--- src/rtl/top_sch_core.sv ---
// ---------------------------------------------------------------------------
// top_sch_core
// MFM read-data decoder for the RL02 drive. It recovers half-cells from the
// raw flux pulses, locks onto the zero-bit preamble and finds the sync bit.
// It then assembles LSB-first data bytes until the sector window closes.
//
// Optional feature macro: MFM_ERR_CHECK_EN
//   defined   -> MFM clock-rule checking, ERROR state, sticky mfm_error
//   undefined -> no checking, mfm_error tied low, ERROR never entered
//
// Ports
//   clk_in          : single clock, all logic on its rising edge
//   rst_in          : asynchronous active-low reset
//   Drive_mfm_in    : raw MFM level (high = flux pulse in this half-cell)
//   Drive_sector_in : sector window, active-low (high forces idle)
//   byte_out        : last assembled data byte (held while idle)
//   byte_valid      : one-clock strobe when byte_out updates
//   sync_found      : high from sync-bit detection until the window closes
//   mfm_error       : sticky clock-rule violation flag
// ---------------------------------------------------------------------------
module top_sch_core #(
    parameter int HALF_CELL_CLKS = 8,
    parameter int PREAMBLE_MIN   = 16
) (
    input  logic       clk_in,
    input  logic       rst_in,
    input  logic       Drive_mfm_in,
    input  logic       Drive_sector_in,
    output logic [7:0] byte_out,
    output logic       byte_valid,
    output logic       sync_found,
    output logic       mfm_error
);

    localparam int PW = (HALF_CELL_CLKS > 1) ? $clog2(HALF_CELL_CLKS) : 1;
    localparam int CW = $clog2(PREAMBLE_MIN + 1);

    localparam logic [PW-1:0] PH_LAST   = PW'(HALF_CELL_CLKS - 1);
    localparam logic [PW-1:0] PH_SAMPLE = PW'(HALF_CELL_CLKS / 2 - 1);
    localparam logic [CW-1:0] PRE_LOCK  = CW'(PREAMBLE_MIN);

    localparam logic [1:0] ST_IDLE     = 2'd0;
    localparam logic [1:0] ST_PREAMBLE = 2'd1;
    localparam logic [1:0] ST_DATA     = 2'd2;
    localparam logic [1:0] ST_ERROR    = 2'd3;

    logic          mfm_s1, mfm_s2, mfm_d;
    logic          sec_s1, sec_s2;
    logic          mfm_rise;
    logic [PW-1:0] phase;
    logic          hc_stb, hc_val;
    logic [1:0]    state;
    logic          slot;
    logic          clk_hc;
    logic [CW-1:0] pre_cnt;
    logic          locked;
    logic [6:0]    shreg;
    logic [2:0]    bit_cnt;
    logic          check_hit;

    // Two-flop synchronizers; mfm_d is the extra delay used for edge detection.
    always_ff @(posedge clk_in or negedge rst_in) begin
        if (!rst_in) begin
            mfm_s1 <= 1'b0;
            mfm_s2 <= 1'b0;
            mfm_d  <= 1'b0;
            sec_s1 <= 1'b0;
            sec_s2 <= 1'b0;
        end else begin
            mfm_s1 <= Drive_mfm_in;
            mfm_s2 <= mfm_s1;
            mfm_d  <= mfm_s2;
            sec_s1 <= Drive_sector_in;
            sec_s2 <= sec_s1;
        end
    end

    assign mfm_rise = mfm_s2 & ~mfm_d;

    // Half-cell phase: every flux pulse re-centres the sampling point, and
    // between pulses the counter free-runs to keep half-cell timing.
    always_ff @(posedge clk_in or negedge rst_in) begin
        if (!rst_in) begin
            phase <= '0;
        end else if (sec_s2 || mfm_rise) begin
            phase <= '0;
        end else if (phase == PH_LAST) begin
            phase <= '0;
        end else begin
            phase <= phase + PW'(1);
        end
    end

    // One registered half-cell value per half-cell, taken mid-cell.
    always_ff @(posedge clk_in or negedge rst_in) begin
        if (!rst_in) begin
            hc_stb <= 1'b0;
            hc_val <= 1'b0;
        end else begin
            hc_stb <= !sec_s2 && (phase == PH_SAMPLE);
            hc_val <= mfm_s2;
        end
    end

    assign locked = (pre_cnt == PRE_LOCK);

`ifdef MFM_ERR_CHECK_EN
    logic prev_data;
    logic err_q;
    logic violation;

    // A legal MFM clock half-cell is the NOR of the surrounding data bits.
    assign violation = (clk_hc != ~(prev_data | hc_val)) || (clk_hc && hc_val);

    // The sync bit counts as a previous data 1 for the first decoded pair.
    always_ff @(posedge clk_in or negedge rst_in) begin
        if (!rst_in) begin
            prev_data <= 1'b1;
            err_q     <= 1'b0;
        end else if (sec_s2) begin
            prev_data <= 1'b1;
            err_q     <= 1'b0;
        end else if (state != ST_DATA) begin
            prev_data <= 1'b1;
        end else if (hc_stb && slot) begin
            prev_data <= hc_val;
            if (violation) begin
                err_q <= 1'b1;
            end
        end
    end

    assign check_hit = violation;
    assign mfm_error = err_q;
`else
    assign check_hit = 1'b0;
    assign mfm_error = 1'b0;
`endif

    // Decoder FSM. slot=0 expects a clock half-cell, slot=1 its data half-cell.
    // Before lock, only a pulsed half-cell may open a pair, which is how the
    // pair alignment is found from the preamble.
    always_ff @(posedge clk_in or negedge rst_in) begin
        if (!rst_in) begin
            state      <= ST_IDLE;
            slot       <= 1'b0;
            clk_hc     <= 1'b0;
            pre_cnt    <= '0;
            shreg      <= '0;
            bit_cnt    <= '0;
            byte_out   <= 8'h00;
            byte_valid <= 1'b0;
            sync_found <= 1'b0;
        end else begin
            byte_valid <= 1'b0;
            if (sec_s2) begin
                state      <= ST_IDLE;
                slot       <= 1'b0;
                clk_hc     <= 1'b0;
                pre_cnt    <= '0;
                shreg      <= '0;
                bit_cnt    <= '0;
                sync_found <= 1'b0;
            end else begin
                case (state)
                    ST_IDLE: begin
                        state <= ST_PREAMBLE;
                    end
                    ST_PREAMBLE: begin
                        if (hc_stb) begin
                            if (!slot) begin
                                if (hc_val || locked) begin
                                    clk_hc <= hc_val;
                                    slot   <= 1'b1;
                                end else begin
                                    pre_cnt <= '0;
                                end
                            end else if (locked) begin
                                slot <= 1'b0;
                                if (hc_val) begin
                                    sync_found <= 1'b1;
                                    state      <= ST_DATA;
                                    shreg      <= '0;
                                    bit_cnt    <= '0;
                                end else if (!clk_hc) begin
                                    pre_cnt <= '0;
                                end
                            end else if (hc_val) begin
                                // Two pulses in a row: restart and take this one as a clock.
                                pre_cnt <= '0;
                                clk_hc  <= 1'b1;
                                slot    <= 1'b1;
                            end else begin
                                pre_cnt <= pre_cnt + CW'(1);
                                slot    <= 1'b0;
                            end
                        end
                    end
                    ST_DATA: begin
                        if (hc_stb) begin
                            if (!slot) begin
                                clk_hc <= hc_val;
                                slot   <= 1'b1;
                            end else begin
                                slot <= 1'b0;
                                if (check_hit) begin
                                    state <= ST_ERROR;
                                end else begin
                                    shreg   <= {hc_val, shreg[6:1]};
                                    bit_cnt <= bit_cnt + 3'd1;
                                    if (bit_cnt == 3'd7) begin
                                        byte_out   <= {hc_val, shreg};
                                        byte_valid <= 1'b1;
                                    end
                                end
                            end
                        end
                    end
                    ST_ERROR: begin
                        state <= ST_ERROR;
                    end
                    default: begin
                        state <= ST_IDLE;
                    end
                endcase
            end
        end
    end

endmodule

--- config.mk ---
export PLATFORM = sky130hd
export DESIGN_NAME = top_sch_core
export DESIGN_NICKNAME = d
export VERILOG_FILES = /design/src/rtl/top_sch_core.sv
export SDC_FILE = /design/constraint.sdc
export NUM_CORES = 1
export LEC_CHECK = 0
export CORE_MARGIN = 2
export CORE_UTILIZATION = 50
export DETAILED_ROUTE_END_ITERATION = 8
export GPL_ROUTABILITY_DRIVEN = 1
export GPL_TIMING_DRIVEN = 1
export PLACE_DENSITY = 0.75
export SLEW_MARGIN = 20
export SYNTH_ARGS = -nofsm -noshare
export SYNTH_HDL_FRONTEND = slang
export SYNTH_SLANG_ARGS = --single-unit
--- constraint.sdc ---
create_clock -name clk_in -period 1.6 [get_ports clk_in]
set_input_delay 0.32 -clock clk_in [delete_from_list [all_inputs] [get_ports clk_in]]
set_output_delay 0.32 -clock clk_in [all_outputs]
set_load 0.02 [all_outputs]
==> results.py, run 1 <==
metrics = {
    "grt": {
        "antenna_found_initial": 0,
        "grt_pass1_vias": 1164,
        "grt-ovfl-total": 0,
        "grt_max_degree": 22,
        "grt_pass1_wl_um": 5250,
        "grt.total_usage": 0.171,
    },
    "placement": {
        "post-place-ws_ns": -0.0500,
        "gp_congestion": 0.889,
        "portBuffers": 13,
        "hpwl_um": 2070,
        "placed_area_mm2": 0.00201,
    },
    "yosys": {
        "ys.flop_type": "dfrtp_1",
        "yosysSeqAreaShare": 0.552,
        "syn_nets": 141,
        "synth-edff-count": 0,
        "synth_cells": 130,
        "syn_area_mm2": 0.00172,
        "ys.warnings.count": 0,
        "yosys-top-cells-area": "dfrtp_1, a22o_1, mux2_1",
        "async_flop_share": 1.00,
        "synth_top_area_frac": 0.552,
        "yosys.area.top_type": "dfrtp_1",
        "synth.avg_cell_area_um2": 13.2,
        "synth_cell_type_count": 41,
        "ys_ff_latch": 38,
    },
    "layout": {
        "syn2layout_area_growth_pct": 26.5,
        "final_common_cell": "dfrtp_1",
        "final_layout_size_suffix_gt1_frac": 0.306,
        "final_area_mm2": 0.00218,
        "num_antenna_cells": 0,
        "mostFrequentLayoutCells": "dfrtp_1, buf_4, a22o_1",
        "finalNetCount": 180,
    },
    "worst_setup_path": {
        "cpPeakStageDelay_ns": 0.40,
        "critical_path_required_ns": 1.83,
        "regToRegStartpoint": "pre_cnt[0]$_DFFE_PN0P_",
        "cp_max_fo": 5,
        "critPathBufInv": 1,
        "ff2ff_setup_slack_ns": -0.009,
        "cp_cell_sequence": "inv_2 -> ha_4 -> and4bb_4 -> o32ai_4 -> a21oi_4 -> mux2_4",
        "cp.arrival_ns": 1.84,
        "end_kind": "flop",
        "startpoint_type": "flop",
        "critPathLaunch": "pre_cnt[0]$_DFFE_PN0P_",
        "cp_slowest_cell": "dfrtp_1",
        "timing.rr.end": "pre_cnt[0]$_DFFE_PN0P_",
        "crit_family": "flip-flops",
        "path_class": "flop to flop",
        "reg2reg_depth": 6,
    },
    "routing": {
        "firstDrtPassIters": 4,
        "antenna_left": 0,
        "via_per_inst": 5.22,
        "drc": 0,
        "via_count": 1128,
        "wirelength_um": 2980,
        "drtIter0Drc": 35,
        "routedWlPerCell_um": 13.8,
    },
    "pwr": {
        "pwr-share-clk": 0.332,
        "p_leak_nw": 1.14,
        "switching_share": 0.237,
        "ir_drop_mv": 0.640,
        "internal_power_mw": 1.22,
        "power.switching_uw": 380,
        "p_seq_frac": 0.611,
        "comb_power_share": 0.057,
        "power.density_mw_per_mm2": 736,
    },
    "clocking": {
        "cts_buffers": 5,
        "clk-insertion-delay-late_ns": 0.34,
        "cts_sinks": 38,
        "cts_root_buffer": "clkbuf_4",
        "htree_levels": 2,
        "clockBufferDepth": 2,
        "cts_tree": "yes",
        "clkTransAtPathRegs_ns": 0.12,
    },
    "floorplanning": {
        "die_w_um": 62.7,
        "initial_core_util": 0.520,
        "coreArea_mm2": 0.00331,
        "die-area_mm2": 0.00393,
        "ios": 15,
        "rows": 21,
        "die_h_um": 62.7,
    },
    "timing": {
        "setup_viol": 1,
        "fin_ws_ns": -0.00894,
        "hold_violations": 0,
        "drv_slew": 0,
        "rsz0062_at_grt": "true",
        "max_clock_freq_mhz": 622,
        "period_share": 1.01,
        "finClkSkew_ns": 0.0193,
        "min_period_ns": 1.61,
    },
    "min_path": {
        "whs_path_depth": 0,
        "min_path_type": "flop to flop",
        "hp-start": "sec_s1$_DFF_PN0_",
        "holdPathEnd": "sec_s2$_DFF_PN0_",
    },
    "job": {
        "drv_cap": 0,
    },
    "outcome": {
        "status": "finished, violations left",
        "violations": "negative setup slack",
    },
}
==> metal layers <==
layer  global-route usage  part of all wire  vias up
met4               0.0500             0.011        0
li1                     -                 -      547
met3               0.0505             0.026        4
met5                    0                 0        -
met2                0.284              0.47       14
met1                0.220              0.49      563
==> registers in the layout, summed over array words and instances, names as in the netlist, 2 cells and up <==
register	flops
phase	3
byte_out	8
shreg	7
pre_cnt	5
state	2
bit_cnt	3
==> through the flow <==
step | power (mW) | utilization | hold slack [ns] | TNS (ns) | std cells
global placement | 1.08 | 0.606 | 0.272 | 0 | 198
detailed placement | 1.09 | 0.606 | 0.276 | -0.0825 | 198
finish | 1.60 | 0.658 | 0.358 | -0.00894 | 216
floorplan | 1.04 | - | 0.0244 | 0 | 130
global route | 1.68 | 0.658 | 0.384 | -0.216 | 216
CTS | 1.62 | 0.642 | 0.360 | -0.0164 | 211
==> how the worst max path moves through the flow <==
stage / end / slack (ns) / depth (start not counted)
after detailed placement: pre_cnt[4]$_DFFE_PN0P_ / -0.05 / 6
after floorplan: pre_cnt[4]$_DFFE_PN0P_ / 0.01 / 6
after global routing: pre_cnt[0]$_DFFE_PN0P_ / -0.07 / 6
after global placement: pre_cnt[4]$_DFFE_PN0P_ / 0.006 / 6
final: pre_cnt[0]$_DFFE_PN0P_ / -0.009 / 6
after CTS: pre_cnt[0]$_DFFE_PN0P_ / -0.02 / 6
==> cells in the mapped netlist (2+ instances only) <==
cell	number
dfrtp_1	38
a22o_1	11
mux2_1	8
ha_1	7
inv_1	7
nor2_1	6
buf_4	4
nor2b_1	4
a31oi_1	3
mux2_2	3
nor3_1	3
nor3b_1	3
and3_1	2
buf_2	2
nand2_1	2
nand3_1	2
==> worst reg2reg max path: cells and delay by family, from the launching register on <==
family                     cells  cell delay (ns)
adders and majority gates      1             0.16
and+or+nand+nor                1             0.22
buffers and inverters          1             0.06
AOI/OAI and AO/OA              2             0.39
muxes                          1             0.28
DFF                            1             0.40
==> kinds of logic (layout without fill, tap and decap cells) <==
| family | count (synthesis) | count (layout) | synth area share |
|---|---|---|---|
| and+or+nand+nor | 30 | 30 | 0.124 |
| AOI/OAI and AO/OA | 27 | 27 | 0.147 |
| other | 1 | 1 | 0.00218 |
| xor gates and xnor gates | 1 | 1 | 0.00509 |
| muxes | 12 | 12 | 0.0778 |
| buffers and inverters | 14 | 54 | 0.0407 |
| adders and majority gates | 7 | 7 | 0.0509 |
| DFF | 38 | 38 | 0.552 |
==> power by group through the flow <==
| stage | logic, mW | clock network (mW) | registers, mW |
|---|---|---|---|
| after floorplan | 0.0422 | 0 | 0.996 |
| after global placement | 0.0853 | 0 | 0.997 |
| after detailed placement | 0.0890 | 0 | 0.997 |
| after CTS | 0.0928 | 0.545 | 0.979 |
| after global routing | 0.103 | 0.595 | 0.981 |
| final | 0.0910 | 0.531 | 0.979 |
==> timing repair <==
action,in CTS,in global routing
hold buffers,1,0
setup endpoints to repair,23,17
pin swaps,4,6
endpoints found under the hold margin,17,0
resized for setup,16,5
buffers inserted,4,5
==> final cells by class <==
class / count / area [um2]
flip-flops and latches: 38 / 952
inverters: 7 / 26.3
well taps: 46 / 57.6
repair buffers: 39 / 335
clock buffers: 6 / 51.3
fillers: 250 / 1130
clock inverters: 2 / 12.5
multi-input cells: 78 / 742
Note: power is estimated with default switching activity, not from simulation.
==> inputs of run 2 (changes only) <==
--- a/config.mk
+++ b/config.mk
@@ -6,11 +6,12 @@
 export NUM_CORES = 1
 export LEC_CHECK = 0
 export CORE_MARGIN = 2
-export CORE_UTILIZATION = 50
+export CORE_UTILIZATION = 51
+export CTS_CLUSTER_DIAMETER = 30
 export DETAILED_ROUTE_END_ITERATION = 8
 export GPL_ROUTABILITY_DRIVEN = 1
 export GPL_TIMING_DRIVEN = 1
-export PLACE_DENSITY = 0.75
+export PLACE_DENSITY = 0.77
 export SLEW_MARGIN = 20
 export SYNTH_ARGS = -nofsm -noshare
 export SYNTH_HDL_FRONTEND = slang
==> constraint.sdc (replaced) <==
create_clock -name clk_in -period 1.6 [get_ports clk_in]
set_input_delay 0.32 -clock clk_in [delete_from_list [all_inputs] [get_ports clk_in]]
set_output_delay 0.32 -clock clk_in [all_outputs]
set_load 0.1 [all_outputs]
==> run 2 against run 1 <==
Effect of this change:
- largest cell class unchanged
- register-to-register slack hardly changed
- critical endpoint unchanged
- the run still ends with negative setup slack left
- sequential power hardly changed
- worst setup slack better by 0.0038 ns
- highest routed layer unchanged
- clock-buffer cell count stayed put
- sequential cell count stayed put
- largest power group unchanged
- total power is 3.6% lower
==> results.py, run 2 (synthesis gave the netlist of run 1 again) <==
metrics = {
    "routing": {
        "wirelength_um": 2980,
        "via_count": 1109,
        "routedWlPerCell_um": 14.3,
        "via_per_inst": 5.33,
        "drc": 0,
        "drtIter0Drc": 31,
        "antenna_left": 0,
        "firstDrtPassIters": 4,
    },
    "layout": {
        "reg_top3": "byte_out (8), shreg (7), pre_cnt (5)",
        "largest_reg_flops": 8,
        "finalNetCount": 173,
        "syn2layout_area_growth_pct": 28.7,
        "stdcell_count": 208,
        "largest_register": "byte_out",
        "final_layout_size_suffix_gt1_frac": 0.309,
        "num_antenna_cells": 0,
        "mostFrequentLayoutCells": "dfrtp_1, buf_4, buf_12",
        "fillCellCount": 245,
        "final_common_cell": "dfrtp_1",
    },
    "clocking": {
        "cts_sinks": 38,
        "htree_levels": 2,
        "cts_tree": "yes",
        "cts_root_buffer": "clkbuf_4",
        "clk-insertion-delay-late_ns": 0.35,
        "clkTransAtPathRegs_ns": 0.11,
        "clockBufferDepth": 2,
        "cts_buffers": 5,
    },
    "floorplanning": {
        "die-area_mm2": 0.00386,
        "die_w_um": 62.1,
        "initial_core_util": 0.524,
        "rows": 21,
        "coreArea_mm2": 0.00328,
        "die_h_um": 62.1,
        "ios": 15,
    },
    "placement": {
        "post-place-ws_ns": -0.0608,
        "dp_cells": 196,
        "hpwl_um": 2130,
        "gp_congestion": 0.819,
        "portBuffers": 13,
    },
    "timing": {
        "finClkSkew_ns": 0.00906,
        "min_period_ns": 1.61,
        "rsz0062_at_grt": "true",
        "drv_slew": 0,
        "fin_ws_ns": -0.00510,
        "fin_tns_setup_ns": -0.00510,
        "hold_violations": 0,
        "setup_viol": 1,
        "max_clock_freq_mhz": 623,
        "period_share": 1.00,
    },
    "min_path": {
        "min_path_type": "flop to flop",
    },
    "grt": {
        "grt_pass1_wl_um": 5210,
        "grt.total_usage": 0.173,
        "grt_max_degree": 23,
        "antenna_found_initial": 0,
        "grt_pass1_vias": 1125,
        "grt-ovfl-total": 0,
    },
    "job": {
        "drv_cap": 0,
    },
    "pwr": {
        "power.density_mw_per_mm2": 697,
        "switching_share": 0.241,
        "p_seq_frac": 0.634,
        "p_leak_nw": 1.09,
        "internal_power_mw": 1.17,
        "ir_drop_mv": 0.594,
        "power.total_mw": 1.54,
        "comb_power_share": 0.063,
        "power.switching_uw": 371,
        "pwr-share-clk": 0.302,
    },
    "worst_setup_path": {
        "critical_path_required_ns": 1.84,
        "cp.arrival_ns": 1.85,
        "path_class": "flop to flop",
        "startpoint_type": "flop",
        "end_kind": "flop",
        "cp_max_fo": 5,
    },
    "outcome": {
        "status": "finished, violations left",
        "violations": "negative setup slack",
    },
}
## run 2: cell type report
| cell class | count | area (um2) | area share |
|---|---|---|---|
| Clock buffer | 6 | 41.3 | 0.0186 |
| Clock inverter | 1 | 7.51 | 0.00339 |
| Inverter | 7 | 26.3 | 0.0119 |
| Multi-Input combinational cell | 78 | 737 | 0.333 |
| Sequential cell | 38 | 951 | 0.429 |
| Tap cell | 46 | 57.6 | 0.0260 |
| Timing Repair Buffer | 32 | 395 | 0.178 |
## run 2: final timing paths
path | start | endpoint | slack [ns] | cells after the start
setup / recovery | pre_cnt[1]$_DFFE_PN0P_ | pre_cnt[0]$_DFFE_PN0P_ | -0.005 | 6
hold / removal | mfm_s1$_DFF_PN0_ | mfm_s2$_DFF_PN0_ | 0.36 | 0
setup reg to reg | pre_cnt[1]$_DFFE_PN0P_ | pre_cnt[0]$_DFFE_PN0P_ | -0.005 | 6
hold reg to reg | mfm_s1$_DFF_PN0_ | mfm_s2$_DFF_PN0_ | 0.36 | 0
max in group asynchronous | rst_in | byte_out[2]$_DFFE_PN0P_ | 0.73 | 3
min in group asynchronous | rst_in | clk_hc$_DFFE_PN0P_ | 0.42 | 2
## run 2: routing by layer
metal	part of all wire	GRT usage	routed length, um	vias to the layer above
met3	0.043	0.0525	128	4
li1	-	-	-	530
met2	0.50	0.273	1490	25
met1	0.44	0.230	1330	550
met5	0	0	0	-
met4	0.014	0.0583	42	0
## run 2: metrics by stage
step | utilization | instance area [um2] | hold WS [ns]
after floorplan | - | 1720 | 0.0244
after global placement | 0.637 | 2090 | 0.265
after detailed placement | 0.637 | 2090 | 0.268
after CTS | 0.669 | 2200 | 0.362
after global routing | 0.675 | 2220 | 0.370
final | 0.675 | 2220 | 0.359
## run 2: power groups by stage
stage / combinational, mW / sequential, mW / clock [mW]
detailed placement: 0.0944 / 0.999 / 0
finish: 0.0975 / 0.980 / 0.467
CTS: 0.0978 / 0.980 / 0.480
global route: 0.109 / 0.981 / 0.524
floorplan: 0.0503 / 0.996 / 0
global placement: 0.0917 / 0.998 / 0
## run 2: repair_timing
| item | in CTS | in global routing |
|---|---|---|
| resized for setup | 6 | 2 |
| buffers inserted | 3 | 1 |
| hold buffers | 1 | 0 |
| endpoints found under the hold margin | 16 | 0 |
| pin swaps | 4 | 6 |
| setup endpoints to repair | 5 | 9 |
## run 2: critical path: stages (launching register included)
cell      delay, ns
dfrtp_1        0.38
inv_2          0.06
ha_4           0.16
and4bb_4       0.22
o32ai_4        0.29
a21oi_4        0.11
mux2_4         0.28
==> inputs of run 3 (changes only) <==
--- a/config.mk
+++ b/config.mk
@@ -5,7 +5,7 @@
 export SDC_FILE = /design/constraint.sdc
 export NUM_CORES = 1
 export LEC_CHECK = 0
-export CORE_MARGIN = 2
+export CAP_MARGIN = 5
 export CORE_UTILIZATION = 51
 export CTS_CLUSTER_DIAMETER = 30
 export DETAILED_ROUTE_END_ITERATION = 8
==> run 3 against run 2 <==
Effect of this change:
- the run still ends with negative setup slack left
- critical path depth stayed put
- non-clock buffer count stayed put
- global-route usage is 3.3 points higher
- clock power is 43% higher
==> results.py, run 3 (synthesis gave the netlist of run 1 again) <==
metrics = {
    "timing": {
        "rsz0062_at_grt": "true",
        "max_clock_freq_mhz": 619,
        "drv_slew": 0,
        "hold_violations": 0,
        "min_period_ns": 1.61,
        "period_share": 1.01,
        "setup_viol": 1,
        "fin_ws_ns": -0.0147,
        "finClkSkew_ns": 0.0123,
    },
    "layout": {
        "final_area_mm2": 0.00225,
        "finalNetCount": 173,
        "largest_register": "byte_out",
        "fillCellCount": 205,
        "seq_area_um2": 952,
        "multi_input_area_um2": 751,
        "final_common_cell": "dfrtp_1",
        "reg_top3": "byte_out (8), shreg (7), pre_cnt (5)",
        "largest_reg_flops": 8,
        "mostFrequentLayoutCells": "dfrtp_1, buf_4, a22o_1, buf_12, mux2_1",
        "num_antenna_cells": 0,
        "syn2layout_area_growth_pct": 30.8,
        "final_layout_size_suffix_gt1_frac": 0.333,
    },
    "placement": {
        "placed_area_mm2": 0.00208,
        "hpwl_um": 2170,
        "gp_congestion": 0.907,
        "post-place-ws_ns": -0.0466,
        "portBuffers": 13,
    },
    "grt": {
        "grt_pass1_wl_um": 5220,
        "met3_usage": 0.0606,
        "globalRouteMet2Util": 0.311,
        "grt.total_usage": 0.206,
        "grt-busiest-layer": "met2",
        "grt_pass1_vias": 1143,
        "grt_max_degree": 22,
        "grt-ovfl-total": 0,
        "use_met1": 0.266,
        "antenna_found_initial": 0,
    },
    "pwr": {
        "power.density_mw_per_mm2": 776,
        "p_leak_nw": 1.12,
        "ir_drop_mv": 0.675,
    },
    "clocking": {
        "clk-insertion-delay-late_ns": 0.34,
        "cts_buffers": 5,
        "cts_tree": "yes",
        "cts_sinks": 38,
        "clkTransAtPathRegs_ns": 0.11,
        "htree_levels": 2,
        "clockBufferDepth": 2,
        "cts_root_buffer": "clkbuf_4",
    },
    "worst_setup_path": {
        "end_kind": "flop",
        "cp.arrival_ns": 1.85,
        "startpoint_type": "flop",
        "critical_path_required_ns": 1.84,
        "regToRegStartpoint": "pre_cnt[0]$_DFFE_PN0P_",
        "path_class": "flop to flop",
        "cp_max_fo": 5,
        "critPathLaunch": "pre_cnt[0]$_DFFE_PN0P_",
    },
    "floorplanning": {
        "coreArea_mm2": 0.00313,
        "die_w_um": 60.1,
        "rows": 20,
        "die_h_um": 60.1,
        "die-area_mm2": 0.00361,
        "ios": 15,
        "initial_core_util": 0.550,
    },
    "min_path": {
        "hp-start": "sec_s1$_DFF_PN0_",
        "min_path_type": "flop to flop",
    },
    "routing": {
        "via_count": 1120,
        "antenna_left": 0,
        "wirelength_um": 3090,
        "drc": 0,
        "firstDrtPassIters": 4,
        "via_per_inst": 5.44,
        "routedWlPerCell_um": 15.0,
        "drtIter0Drc": 42,
    },
    "outcome": {
        "violations": "negative setup slack",
        "status": "finished, violations left",
    },
    "job": {
        "drv_cap": 0,
    },
}
## run 3: repair_timing
action,in CTS,in global routing
resized for setup,5,8
setup buffers,2,1
hold endpoints to repair,17,0
pin swaps,4,6
endpoints found under the setup margin,6,23
hold buffers,1,0
## run 3: area by class of cell
class | instances | share of cell area
clock buffer | 6 | 0.0228
clock inverter | 1 | 0.0133
inverter | 7 | 0.0117
multi-input combinational | 78 | 0.333
sequential | 38 | 0.423
tap | 44 | 0.0244
timing repair buffer | 32 | 0.172
## run 3: worst paths after layout
kind / slack (ns) / cells past startpoint / to
min in group asynchronous: 0.42 / 2 / clk_hc$_DFFE_PN0P_
worst min register to register: 0.36 / 0 / sec_s2$_DFF_PN0_
max in group asynchronous: 0.72 / 3 / byte_out[5]$_DFFE_PN0P_
worst max-delay path: -0.01 / 6 / pre_cnt[0]$_DFFE_PN0P_
worst max register to register: -0.01 / 6 / pre_cnt[0]$_DFFE_PN0P_
worst min-delay path: 0.36 / 0 / sec_s2$_DFF_PN0_
## run 3: power breakdown
part | switching (mW) | total (mW) | internal [mW]
clock network | 0.306 | 0.669 | 0.364
logic | 0.0613 | 0.0986 | 0.0373
registers | 0.00787 | 0.980 | 0.973
## run 3: metal layers
layer | vias up | share of wire
li1 | 530 | -
met1 | 557 | 0.44
met2 | 26 | 0.50
met3 | 7 | 0.045
met4 | 0 | 0.013
met5 | - | 0
## run 3: through the flow
| stage | utilization | hold slack [ns] | cells | total power [mW] | setup TNS [ns] |
|---|---|---|---|---|---|
| finish | 0.720 | 0.358 | 206 | 1.75 | -0.0147 |
| detailed placement | 0.666 | 0.273 | 195 | 1.09 | -0.0732 |
| CTS | 0.708 | 0.359 | 205 | 1.76 | -0.0200 |
| global route | 0.720 | 0.366 | 206 | 1.81 | -0.277 |
| global placement | 0.666 | 0.270 | 195 | 1.09 | 0 |
| floorplan | - | 0.0244 | 130 | 1.05 | 0 |
## run 3: worst max-delay path: stages (launching register included)
cell and delay [ns]:
dfrtp_1 0.38, inv_2 0.06, ha_4 0.16, and4bb_4 0.22, o32ai_4 0.29, a21oi_4 0.12
mux2_4 0.28
